$ cat src/rtl/uart_pkg.sv
// Shared constants and state encodings for the UART-to-parallel-bus master.
package uart_pkg;

  localparam int TICK_DEFAULT = 434;

  localparam logic [7:0] CMD_READ  = 8'h52;
  localparam logic [7:0] CMD_WRITE = 8'h57;
  localparam logic [7:0] RESP_OK   = 8'h4B;
  localparam logic [7:0] RESP_ERR  = 8'h45;

  localparam int BYTE_TIMEOUT_CLKS = 1 << 20;
  localparam int BUS_TIMEOUT_CLKS  = 256;

  typedef enum logic [2:0] {IDLE, ADDR, DATA, BUS, RESP} cmd_state_t;
  typedef enum logic [1:0] {RX_IDLE, RX_START, RX_DATA, RX_STOP} rx_state_t;

endpackage

$ cat src/rtl/uart_phy.sv
// Serial framing: byte receiver with false-start rejection and a
// valid/ready byte transmitter (1 start, 8 data LSB first, 2 stop).
module uart_phy import uart_pkg::*; #(
  parameter int TICK = TICK_DEFAULT
) (
  input  logic       clk,
  input  logic       reset_n,
  input  logic       rx,
  output logic       tx,
  output logic [7:0] rx_data,
  output logic       rx_valid,
  input  logic [7:0] tx_data,
  input  logic       tx_valid,
  output logic       tx_ready
);

  logic [1:0]  rx_sync;
  logic        rx_s;
  rx_state_t   rx_state, rx_state_next;
  logic [15:0] rx_cnt;
  logic [2:0]  rx_bit;
  logic        rx_tick_half, rx_tick_full;

  logic [10:0] tx_shift;
  logic [3:0]  tx_bits;
  logic [15:0] tx_cnt;

  assign rx_s         = rx_sync[1];
  assign rx_tick_half = rx_cnt == 16'(TICK / 2 - 1);
  assign rx_tick_full = rx_cnt == 16'(TICK - 1);

  always_comb begin
    rx_state_next = rx_state;
    case (rx_state)
      RX_IDLE:  if (!rx_s) rx_state_next = RX_START;
      RX_START: if (rx_tick_half) rx_state_next = rx_s ? RX_IDLE : RX_DATA;
      RX_DATA:  if (rx_tick_full && rx_bit == 3'd7) rx_state_next = RX_STOP;
      RX_STOP:  if (rx_tick_full) rx_state_next = RX_IDLE;
      default:  rx_state_next = RX_IDLE;
    endcase
  end

  // The bit counter restarts at the start-bit midpoint so later samples land mid-bit.
  always_ff @(posedge clk) begin
    if (!reset_n) begin
      rx_sync  <= 2'b11;
      rx_state <= RX_IDLE;
      rx_cnt   <= '0;
      rx_bit   <= '0;
      rx_data  <= '0;
      rx_valid <= 1'b0;
    end else begin
      rx_sync  <= {rx_sync[0], rx};
      rx_state <= rx_state_next;
      rx_valid <= 1'b0;
      if (rx_state == RX_IDLE || rx_state != rx_state_next || rx_tick_full)
        rx_cnt <= '0;
      else
        rx_cnt <= rx_cnt + 16'd1;
      if (rx_state == RX_START)
        rx_bit <= '0;
      if (rx_state == RX_DATA && rx_tick_full) begin
        rx_data <= {rx_s, rx_data[7:1]};
        rx_bit  <= rx_bit + 3'd1;
      end
      if (rx_state == RX_STOP && rx_tick_full && rx_s)
        rx_valid <= 1'b1;
    end
  end

  assign tx_ready = tx_bits == 4'd0;
  assign tx       = tx_shift[0];

  // Shifting in ones means the line rests high once the frame is out.
  always_ff @(posedge clk) begin
    if (!reset_n) begin
      tx_shift <= '1;
      tx_bits  <= '0;
      tx_cnt   <= '0;
    end else if (tx_ready) begin
      tx_cnt <= '0;
      if (tx_valid) begin
        tx_shift <= {2'b11, tx_data, 1'b0};
        tx_bits  <= 4'd11;
      end
    end else if (tx_cnt == 16'(TICK - 1)) begin
      tx_cnt   <= '0;
      tx_shift <= {1'b1, tx_shift[10:1]};
      tx_bits  <= tx_bits - 4'd1;
    end else begin
      tx_cnt <= tx_cnt + 16'd1;
    end
  end

endmodule

$ cat src/rtl/uart_bus_master.sv
// Serial command interpreter driving a 16-bit request/acknowledge bus:
// 'R' a2 a1 a0 reads, 'W' a2 a1 a0 d1 d0 writes, with a serial status reply.
module uart_bus_master import uart_pkg::*; #(
  parameter int TICK         = TICK_DEFAULT,
  parameter int BYTE_TIMEOUT = BYTE_TIMEOUT_CLKS
) (
  input  logic        clk,
  input  logic        reset_n,
  input  logic        rx,
  output logic        tx,
  output logic [23:0] addr_o,
  output logic [15:0] data_write_o,
  input  logic [15:0] data_read_i,
  output logic [1:0]  ds_o,
  output logic        rw_o,
  output logic        req_o,
  input  logic        ack_i,
  output logic        busy
);

  cmd_state_t  state, state_next;
  logic [7:0]  rx_data, tx_data;
  logic        rx_valid, tx_valid, tx_ready;
  logic [1:0]  byte_cnt;
  logic [20:0] wait_cnt;
  logic [7:0]  bus_cnt;
  logic        err;
  logic [15:0] rd_data;
  logic [1:0]  resp_left;
  logic        byte_timeout, bus_timeout, bus_done;

  uart_phy #(.TICK(TICK)) u_phy (
    .clk      (clk),
    .reset_n  (reset_n),
    .rx       (rx),
    .tx       (tx),
    .rx_data  (rx_data),
    .rx_valid (rx_valid),
    .tx_data  (tx_data),
    .tx_valid (tx_valid),
    .tx_ready (tx_ready)
  );

  assign busy         = state != IDLE;
  assign byte_timeout = wait_cnt == 21'(BYTE_TIMEOUT);
  assign bus_timeout  = bus_cnt == 8'(BUS_TIMEOUT_CLKS - 1);
  assign bus_done     = req_o && (ack_i || bus_timeout);

  always_comb begin
    state_next = state;
    tx_valid   = 1'b0;
    tx_data    = RESP_OK;
    case (state)
      IDLE: if (rx_valid && (rx_data == CMD_READ || rx_data == CMD_WRITE)) state_next = ADDR;
      ADDR: begin
        if (byte_timeout) state_next = IDLE;
        else if (rx_valid && byte_cnt == 2'd2) state_next = rw_o ? BUS : DATA;
      end
      DATA: begin
        if (byte_timeout) state_next = IDLE;
        else if (rx_valid && byte_cnt == 2'd1) state_next = BUS;
      end
      BUS: if (bus_done) state_next = RESP;
      RESP: begin
        tx_valid = resp_left != 2'd0;
        if (err) tx_data = RESP_ERR;
        else if (rw_o) tx_data = (resp_left == 2'd2) ? rd_data[15:8] : rd_data[7:0];
        if (resp_left == 2'd0 && tx_ready) state_next = IDLE;
      end
      default: state_next = IDLE;
    endcase
  end

  always_ff @(posedge clk) begin
    if (!reset_n) begin
      state        <= IDLE;
      req_o        <= 1'b0;
      rw_o         <= 1'b1;
      ds_o         <= 2'b00;
      addr_o       <= '0;
      data_write_o <= '0;
      byte_cnt     <= '0;
      wait_cnt     <= '0;
      bus_cnt      <= '0;
      err          <= 1'b0;
      rd_data      <= '0;
      resp_left    <= '0;
    end else begin
      state    <= state_next;
      wait_cnt <= (rx_valid || state_next != state) ? '0 : wait_cnt + 21'd1;
      case (state)
        IDLE: if (state_next == ADDR) rw_o <= rx_data == CMD_READ;
        ADDR: if (rx_valid) begin
          addr_o   <= {addr_o[15:0], rx_data};
          byte_cnt <= byte_cnt + 2'd1;
        end
        DATA: if (rx_valid) begin
          data_write_o <= {data_write_o[7:0], rx_data};
          byte_cnt     <= byte_cnt + 2'd1;
        end
        BUS: begin
          if (bus_done) begin
            req_o     <= 1'b0;
            ds_o      <= 2'b00;
            err       <= !ack_i;
            resp_left <= (ack_i && rw_o) ? 2'd2 : 2'd1;
            if (ack_i && rw_o) rd_data <= data_read_i;
          end else begin
            bus_cnt <= bus_cnt + 8'd1;
          end
        end
        RESP: if (tx_valid && tx_ready) resp_left <= resp_left - 2'd1;
        default: ;
      endcase
      if (state_next != state) byte_cnt <= '0;
      // Request rises on the same edge the FSM enters BUS.
      if (state != BUS && state_next == BUS) begin
        req_o   <= 1'b1;
        ds_o    <= 2'b11;
        bus_cnt <= '0;
      end
    end
  end

endmodule

$ cat config.mk
export PLATFORM = sky130hd
export DESIGN_NAME = uart_bus_master
export DESIGN_NICKNAME = d
export VERILOG_FILES = /design/src/rtl/uart_pkg.sv /design/src/rtl/uart_phy.sv /design/src/rtl/uart_bus_master.sv
export SDC_FILE = /design/constraint.sdc
export NUM_CORES = 1
export LEC_CHECK = 0
export CAP_MARGIN = 10
export CORE_UTILIZATION = 55
export CTS_BUF_LIST = sky130_fd_sc_hd__clkbuf_2
export DETAILED_ROUTE_END_ITERATION = 6
export GPL_ROUTABILITY_DRIVEN = 0
export PLACE_DENSITY = 0.77
export SETUP_SLACK_MARGIN = 0.15
export SLEW_MARGIN = 20
export SYNTH_ARGS = -nofsm -noshare
export SYNTH_HDL_FRONTEND = slang
export SYNTH_SLANG_ARGS = --single-unit
$ cat constraint.sdc
create_clock -name clk -period 2.2 [get_ports clk]
set_input_delay 0.33 -clock clk [delete_from_list [all_inputs] [get_ports clk]]
set_output_delay 0.33 -clock clk [all_outputs]
set_load 0.1 [all_outputs]
; ---- After elaboration in Yosys (flattened, before gate mapping)
; Cells that the tools add are included.
[word_totals]
wordCells = 141
out_inout_bits = 46
reg_bits = 160
in_bits = 20
[classes]
n_mux = 39
add_sub_neg = 8
reduce_logical = 45
n_bitwise = 2
n_eq_ne = 26
[op_table]
columns = operator, n
row1 = $mux W11, 3
row2 = $add A16 B1 Y16 const B, 2
row3 = $eq A16 B9 Y1 const B, 2
row4 = $mux W8, 4
row5 = $mux W3, 9
row6 = $mux W2, 11
row7 = $add A21 B1 Y21 const B, 1
row8 = $eq A21 B21 Y1 const B, 1
row9 = $eq A16 B8 Y1 const B, 1
row10 = $eq A8 B7 Y1 const B, 2
row11 = $reduce_and A2 Y1, 8
row12 = $pmux W3 S5, 1
row13 = $logic_and A1 B1 Y1, 12
row14 = $mux W4, 3
row15 = $reduce_bool A2 Y1, 6
row16 = $reduce_or A2 Y1, 5
row17 = $eq A3 B2 Y1 const B, 3
row18 = $add A8 B1 Y8 const B, 1
row19 = $eq A2 B2 Y1 const B, 4
row20 = $eq A8 B8 Y1 const B, 1
row21 = $pmux W2 S4, 1
row22 = $eq A3 B1 Y1 const B, 2
row23 = $eq A3 B3 Y1 const B, 2
row24 = $mux W1, 6
row25 = other kinds (19), 29

; ---- Logic depth before layout (Yosys ltp)
; Gate-level depths: netlist of run 1.
[depth]
word_depth = 9
depth_mapped = 8
depth_no_buf = 7

; ---- Hierarchy
; From an unflattened synthesis of run 1, not the netlist that was laid out.
[unflattened]
cells_unflattened = 803
hier_area_um2 = 6925.4
[by_module_without_submodules]
columns = mod, seq_area_each_um2, area_each_um2, instances, cells_each
row1 = uart_bus_master, 1901.8, 4171.5, 1, 495
row2 = uart_phy, 1221.2, 2753.9, 1, 308

; ---- Worst setup path after synthesis of run 1
; No wires, ideal clock.
[synth_path]
kind = reg-to-reg
start = register ds_o[0] (netlist name)
end = register rd_data[10]
period_less_slack_ps = 2377
n_path_buf = 1
arrival_ps = 2249
path_stages_with_launch = 7
setup_slack_ps = -177
setup_time_ps = 128
required_ps = 2072
cell_sequence = dfxtp_1 nand4_1 o21ai_1 nand4_4 buf_6 mux2i_1 nor2_1
[synth_lines]
columns = item, line_no
row1 = "end signal, assigned", uart_bus_master.sv:107  ; if (ack_i && rw_o) rd_data <= data_read_i;
row2 = "end, declared", uart_bus_master.sv:28  ; logic [15:0] rd_data;

; ---- Final worst setup path of run 1
[layout_path]
start = register state[2]
end = output busy
[layout_via]
elab_chain_cells = 1
[layout_lines]
columns = item, line_no
row1 = "start, declared", uart_bus_master.sv:21  ; cmd_state_t state, state_next;
row2 = "start signal, assigned", uart_bus_master.sv:89  ; state <= state_next;
row3 = $reduce_bool A3 Y1, uart_bus_master.sv:44  ; assign busy = state != IDLE;
row4 = "end, declared", uart_bus_master.sv:18  ; output logic busy
; Every way passes these cells.

==> reports/results.tsv, run 1 <==
metric	value	unit
outcome	completed	
crit-path cells	or3_4 -> buf_12	
WL per Instance	13.93	um
worst-margin pin slew	0.5581	ns
Pwr Total	4689	uW
yosys warns	0	
Rows	40	
crit path max fanout	2	
Worst path max stage delay	0.41	ns
Core Region	12110	um^2
die area	13020	um^2
post-detail-place hpwl	10020	um
Hold Slack	0.1931	ns
pwr dens	579.9	nW/um^2
post-synthesis sequential area ratio	45.18	%
io pins	66	
vias in the first global route	5514	
cell taking the most area after synthesis	dfxtp_1	
Vias/cell	5.521	
flops & latches, synth	156	
post-synth top area share	45.18	%
Layout Skew	0.03442	ns
RSZ-0062 raised after global routing	yes	
DRC	0	
first-pass GRT wire length	24580	um
initial DRC count	393	
grt ovf	0	
Skew-Pair Late Insertion Delay	0.72	ns
Area Growth Syn to Fin	17.00	%
CP Class	reg -> out	
Synth Flop Type	dfxtp_1	
fin util	66.77	%
Hold Crit Class	in -> reg	
die height	114.1	um
Layout fillers	979	
layout cells sized above 1	17.94	%
Slew HR	62.45	%
# setup viols final	0	
clock transition at the registers of the reported paths	0.22	ns
# nets final	898	
Max Freq	0.4897	GHz
root buffer cell	clkbuf_2	
Die X-Extent	114.1	um
initial antenna violation count	0	
minimum clock period	2.042	ns
top cells by area, synth	dfxtp_1, nand2_1, nor2_1, a21oi_1, mux2i_1	
Buffers on Ports	65	
Max VDD drop	0.0006591	V
CTS buffer count	17	
total wire length	14530	um
Max-Cap Viols	0	
Syn Area/Cell	8.861	um^2
H-tree Lvls	4	
number of clock sinks	156	
count of cell types in the netlist	72	
clk buf depth	2	
Routed Antenna Nets	0	
First-pass DRT Iterations	6	
Ant. Diodes	0	
worst path buffer plus inverter count	1	
cell family with most CP delay	simple AND/OR/NAND/NOR gates	
FFs w/ async S/R, synth	0	%
Syn Nets	815	
startpoint types	flip-flop	
reg2reg setup slack	0.16	ns
final worst path period share	92.82	%
Worst Setup End Kind	output port	
slowest CP cell	or3_4	
EDFF count, synth	0	
Worst Path Arrival	1.71	ns
Initial Util	57.07	%
critical path required time	1.87	ns
Fin Setup TNS	0	ns
largest net degree at the start of global routing	53	
post-synthesis instance area	6912	um^2
via count	5758	
cell count after placement	999	
All-Layer GR Usage	23.51	%
final hold viol count	0	
leakage	0.003020	uW
Synth Instances	780	
CTS tree	done	
Pins Over Slew Limit	0	
Layout Cells excl Fill	1043	
-- per-stage QoR --
stage	worst slack [ns]	area (um^2)
after floorplan	0.1933	6914
after global placement	0.1641	7615
after detailed placement	0.1168	7615
after CTS	0.1127	7943
after global routing	0.08794	8087
final	0.1579	8087
-- worst paths after layout --
kind                                      start  cells past startpoint                        endpoint
setup / recovery            state[2]$_SDFF_PN0_                      2                            busy
hold / removal                   data_read_i[3]                      3         rd_data[3]$_SDFFE_PN0P_
setup reg to reg  u_phy.tx_bits[1]$_SDFFE_PN0P_                      7  u_phy.tx_shift[6]$_SDFFE_PN1P_
hold reg to reg     u_phy.rx_sync[0]$_SDFF_PN1_                      1     u_phy.rx_sync[1]$_SDFF_PN1_
-- timing repair --
action	CTS	global route
hold buffers	0	0
setup endpoints to repair	20	64
gates resized for setup	12	15
setup buffers	4	9
pin swaps	1	9
-- synth_stat cells (all sizes together), types with 3 or more instances --
cell type,instances
or3,9
clkbuf,13
nor2,98
nand2,117
buf,19
a211oi,7
nand2b,3
dfxtp,156
xnor2,28
nand4,14
nor4b,4
nor3,20
or3b,3
nor4,11
nor2b,3
and4,6
ha,15
o221ai,4
and2,5
and3,8
o21ai,20
a21oi,64
xor2,25
mux2i,31
nand3,33
nor3b,7
o211ai,5
inv,21
a2bb2oi,3
-- logic make-up after synthesis --
family	count (synthesis)	share of synthesized area (%)
AO/OA/AOI/OAI	117	10.79
XOR/XNOR	53	6.716
adder cells (fa/ha/maj)	15	2.715
buffers and inverters	56	4.200
flip-flops	156	45.18
multiplexers	32	4.652
AND/OR/NAND/NOR	351	25.74
-- flip-flops by register name, indices dropped and copies added, names as in the netlist, 3 cells and up --
| name | cells |
|---|---|
| state | 3 |
| addr_o | 24 |
| rd_data | 16 |
| u_phy.rx_data | 8 |
| u_phy.rx_cnt | 16 |
| u_phy.rx_bit | 3 |
| u_phy.tx_shift | 9 |
| bus_cnt | 8 |
| u_phy.tx_bits | 4 |
| u_phy.tx_cnt | 16 |
| data_write_o | 16 |
| wait_cnt | 21 |
-- area by class of cell --
class                   count  area [um^2]  area share [%]
multi-input cells         568         3551           43.91
flip-flops and latches    156         3141           38.84
repair buffers             98        837.1           10.35
well taps                 168        210.2           2.599
clock inverters            13        175.2           2.166
clock buffers              18        90.09           1.114
inverters                  22        82.58           1.021
-- routing by layer --
metal | routed length [um] | GRT usage [%] | up-vias
li1 | - | - | 2855
met1 | 6349 | 28.25 | 2749
met2 | 7407 | 40.73 | 129
met3 | 521 | 5.506 | 25
met4 | 251 | 9.091 | 0
met5 | 0 | 0 | -
-- tightest hold or removal path: stages --
cell	delay (ns)
clkdlybuf4s50_1	0.39
mux2i_1	0.12
nor2_1	0.05
-- cell usage in the layout, fill, tap and decap left out, drive strengths merged, types with 22 or more instances in the layout --
cell type and count:
dfxtp 156, nand2 117, nor2 98, buf 79, a21oi 64, nand3 33, mux2i 31, xnor2 28
xor2 25, inv 22
-- power by group --
part,switching [uW],leakage [uW],total [uW],internal (uW)
sequential,11.7,0.00126,2850,2840
clock,985,0.000155,1720,734
combinational,62.8,0.00160,122,59.4
total,1060,0.00302,4690,3630
Note: power is estimated with default switching activity, not from simulation.
==> inputs of run 2 (changes only) <==
==> constraint.sdc (replaced) <==
create_clock -name clk -period 2.1 [get_ports clk]
set_input_delay 0.315 -clock clk [delete_from_list [all_inputs] [get_ports clk]]
set_output_delay 0.315 -clock clk [all_outputs]
set_load 0.1 [all_outputs]
==> run 2 against run 1 <==
- critical path depth rose by 1
- sequential power rose by 5%
- flip-flop and latch count did not move
- core utilization rose by 0.49 points
- sequential share of layout area fell by 0.25 points
- global-route usage fell by 1.1 points
- clock-buffer cell count rose by 2
- wire length fell by 2.3%
- register-to-register slack barely moved
- critical path type unchanged
==> reports/results.tsv, run 2 (synthesis gave the netlist of run 1 again) <==
metric	value	unit	change
Skew-Pair Late Insertion Delay	0.73	ns	about the same
Layout Cells excl Fill	1050		+0.67%
Die X-Extent	114.1	um	unchanged
RSZ-0062 raised after global routing	yes		
critical path launch point	state[2]$_SDFF_PN0_		
multi-input logic area	3571	um^2	+0.56%
initial antenna violation count	0		unchanged
Max Freq	0.4771	GHz	
Reg2Reg Capture Point	u_phy.tx_shift[3]$_SDFFE_PN1P_		
Top Registers	addr_o (24), wait_cnt (21)		
reg-to-reg critical path startpoint	u_phy.tx_bits[0]$_SDFFE_PN0P_		
DRC	0		unchanged
Hold Slack	0.1788	ns	-0.01431 ns
# nets final	904		+0.67%
number of clock sinks	156		unchanged
Combinational Power Share	2.7	%	about the same
Worst path max stage delay	0.38	ns	-0.03 ns
cell count after placement	1004		+0.50%
die area	13020	um^2	unchanged
post-detail-place hpwl	9760	um	-2.6%
Sw Share	23.03	%	+0.44 points
final hold viol count	0		unchanged
total wire length	14190	um	-2.3%
Most flops, register	addr_o		
Core Region	12110	um^2	unchanged
Ant. Diodes	0		unchanged
minimum clock period	2.096	ns	
most frequent cells in the layout	dfxtp_1, nand2_1, nor2_1, buf_4, a21oi_1		
H-tree Lvls	4		unchanged
Layout fillers	999		+2.0%
io pins	66		unchanged
largest net degree at the start of global routing	54		+1.9%
commonest non-fill, non-tap cell in the layout	dfxtp_1		
Initial Util	57.07	%	unchanged
CP Class	reg -> out		
Int Power	3702	uW	+2.0%
Worst Path Arrival	1.78	ns	+0.07 ns
reg2reg setup slack	0.15	ns	about the same
worst path buffer plus inverter count	2		+1
vias in the first global route	5219		-5.4%
register area	3143	um^2	about the same
Pwr Total	4809	uW	+2.6%
sequential power share	62.0	%	+1.3 points
WL per Instance	13.52	um	-3.0%
cell family with most CP delay	flip-flops		
Largest register FFs	24		unchanged
Hold Crit Class	in -> reg		
Layout Skew	0.03006	ns	-0.004361 ns
grt ovf	0		unchanged
crit-path cells	buf_6 -> or3_4 -> buf_12		
Clk pwr share	35.3	%	-1.4 points
root buffer cell	clkbuf_2		
crit path max fanout	2		unchanged
first-pass GRT wire length	23380	um	-4.9%
All-Layer GR Usage	22.45	%	-1.1 points
critical path required time	1.78	ns	-0.09 ns
Vias/cell	5.384		-2.5%
Fin Setup TNS	0	ns	unchanged
layout cells sized above 1	18.93	%	+0.99 points
Rows	40		unchanged
CTS buffer count	17		unchanged
Worst Setup End Kind	output port		
crit path capture	busy		
outcome	completed		
post-route cell area	8145	um^2	+0.73%
worst-margin pin slew	0.5591	ns	+0.0009656 ns
Routed Antenna Nets	0		unchanged
clock transition at the registers of the reported paths	0.22	ns	about the same
First-pass DRT Iterations	4		-2
CTS tree	done		
Hold Crit Depth	3		unchanged
startpoint types	flip-flop		
final worst path period share	99.82	%	
placed cell area	7670	um^2	+0.72%
clk buf depth	2		unchanged
Hold-fix buffers, CTS	0		unchanged
die height	114.1	um	unchanged
pwr dens	590.5	nW/um^2	+1.8%
initial DRC count	394		+0.25%
R2R depth	8		+1
slowest CP cell	dfxtp_2		
NetSw	1107	uW	+4.5%
Max-Cap Viols	0		unchanged
Buffers on Ports	65		unchanged
via count	5653		-1.8%
Max VDD drop	0.0004655	V	-29%
Pins Over Slew Limit	0		unchanged
# setup viols final	0		unchanged
leakage	0.003017	uW	-0.13%
Slew HR	62.38	%	-0.065 points
Crit path depth	3		+1
Area Growth Syn to Fin	17.85	%	
## run 2: layout make-up
class	count	share of cell area [%]
Clock buffer	20	1.229
Sequential cell	156	38.59
Multi-Input combinational cell	568	43.84
Clock inverter	12	1.782
Inverter	22	1.014
Timing Repair Buffer	104	10.97
Tap cell	168	2.581
## run 2: repair_timing
| action | CTS | global route |
|---|---|---|
| gates resized for setup | 10 | 21 |
| endpoints found under the setup margin | 34 | 48 |
| hold endpoints to repair | 0 | 0 |
| pin swaps | 2 | 8 |
| buffers inserted | 4 | 10 |
| gates cloned | 0 | 0 |
## run 2: per-stage QoR
stage	setup WS, ns	util, %
floorplan	0.1506	-
global placement	0.08858	63.33
detailed placement	-0.01876	63.33
CTS	-0.06988	65.82
global route	-0.1038	67.25
finish	0.003783	67.25
## run 2: how the worst min path moves through the flow
stage | start | end
CTS | data_read_i[9] | rd_data[9]$_SDFFE_PN0P_
global route | data_read_i[9] | rd_data[9]$_SDFFE_PN0P_
finish | data_read_i[12] | rd_data[12]$_SDFFE_PN0P_
floorplan | u_phy.rx_sync[0]$_SDFF_PN1_ | u_phy.rx_sync[1]$_SDFF_PN1_
detailed placement | u_phy.rx_sync[0]$_SDFF_PN1_ | u_phy.rx_sync[1]$_SDFF_PN1_
global placement | u_phy.rx_sync[0]$_SDFF_PN1_ | u_phy.rx_sync[1]$_SDFF_PN1_
## run 2: worst reg2reg max path, delay by kind of cell (launching register included)
family / cells / cell delay [ns]
compound gates: 1 / 0.09
fa+ha+maj: 1 / 0.12
buf+inv: 2 / 0.21
flops: 1 / 0.38
mux: 1 / 0.19
simple gates: 3 / 0.89
## run 2: power by group through the flow
stage	sequential, uW	clock (uW)	combinational (uW)
final	2980	1700	129
after global routing	2990	1870	142
after CTS	2980	1740	127
after detailed placement	3040	0	126
after global placement	3040	0	122
after floorplan	3040	0	67.4
## run 2: routing by layer
metal,vias up,track usage [%],routed length [um]
met5,-,0,0
met4,0,8.658,193
met3,19,5.982,546
met2,98,37.74,7067
met1,2666,27.48,6384
li1,2870,-,-
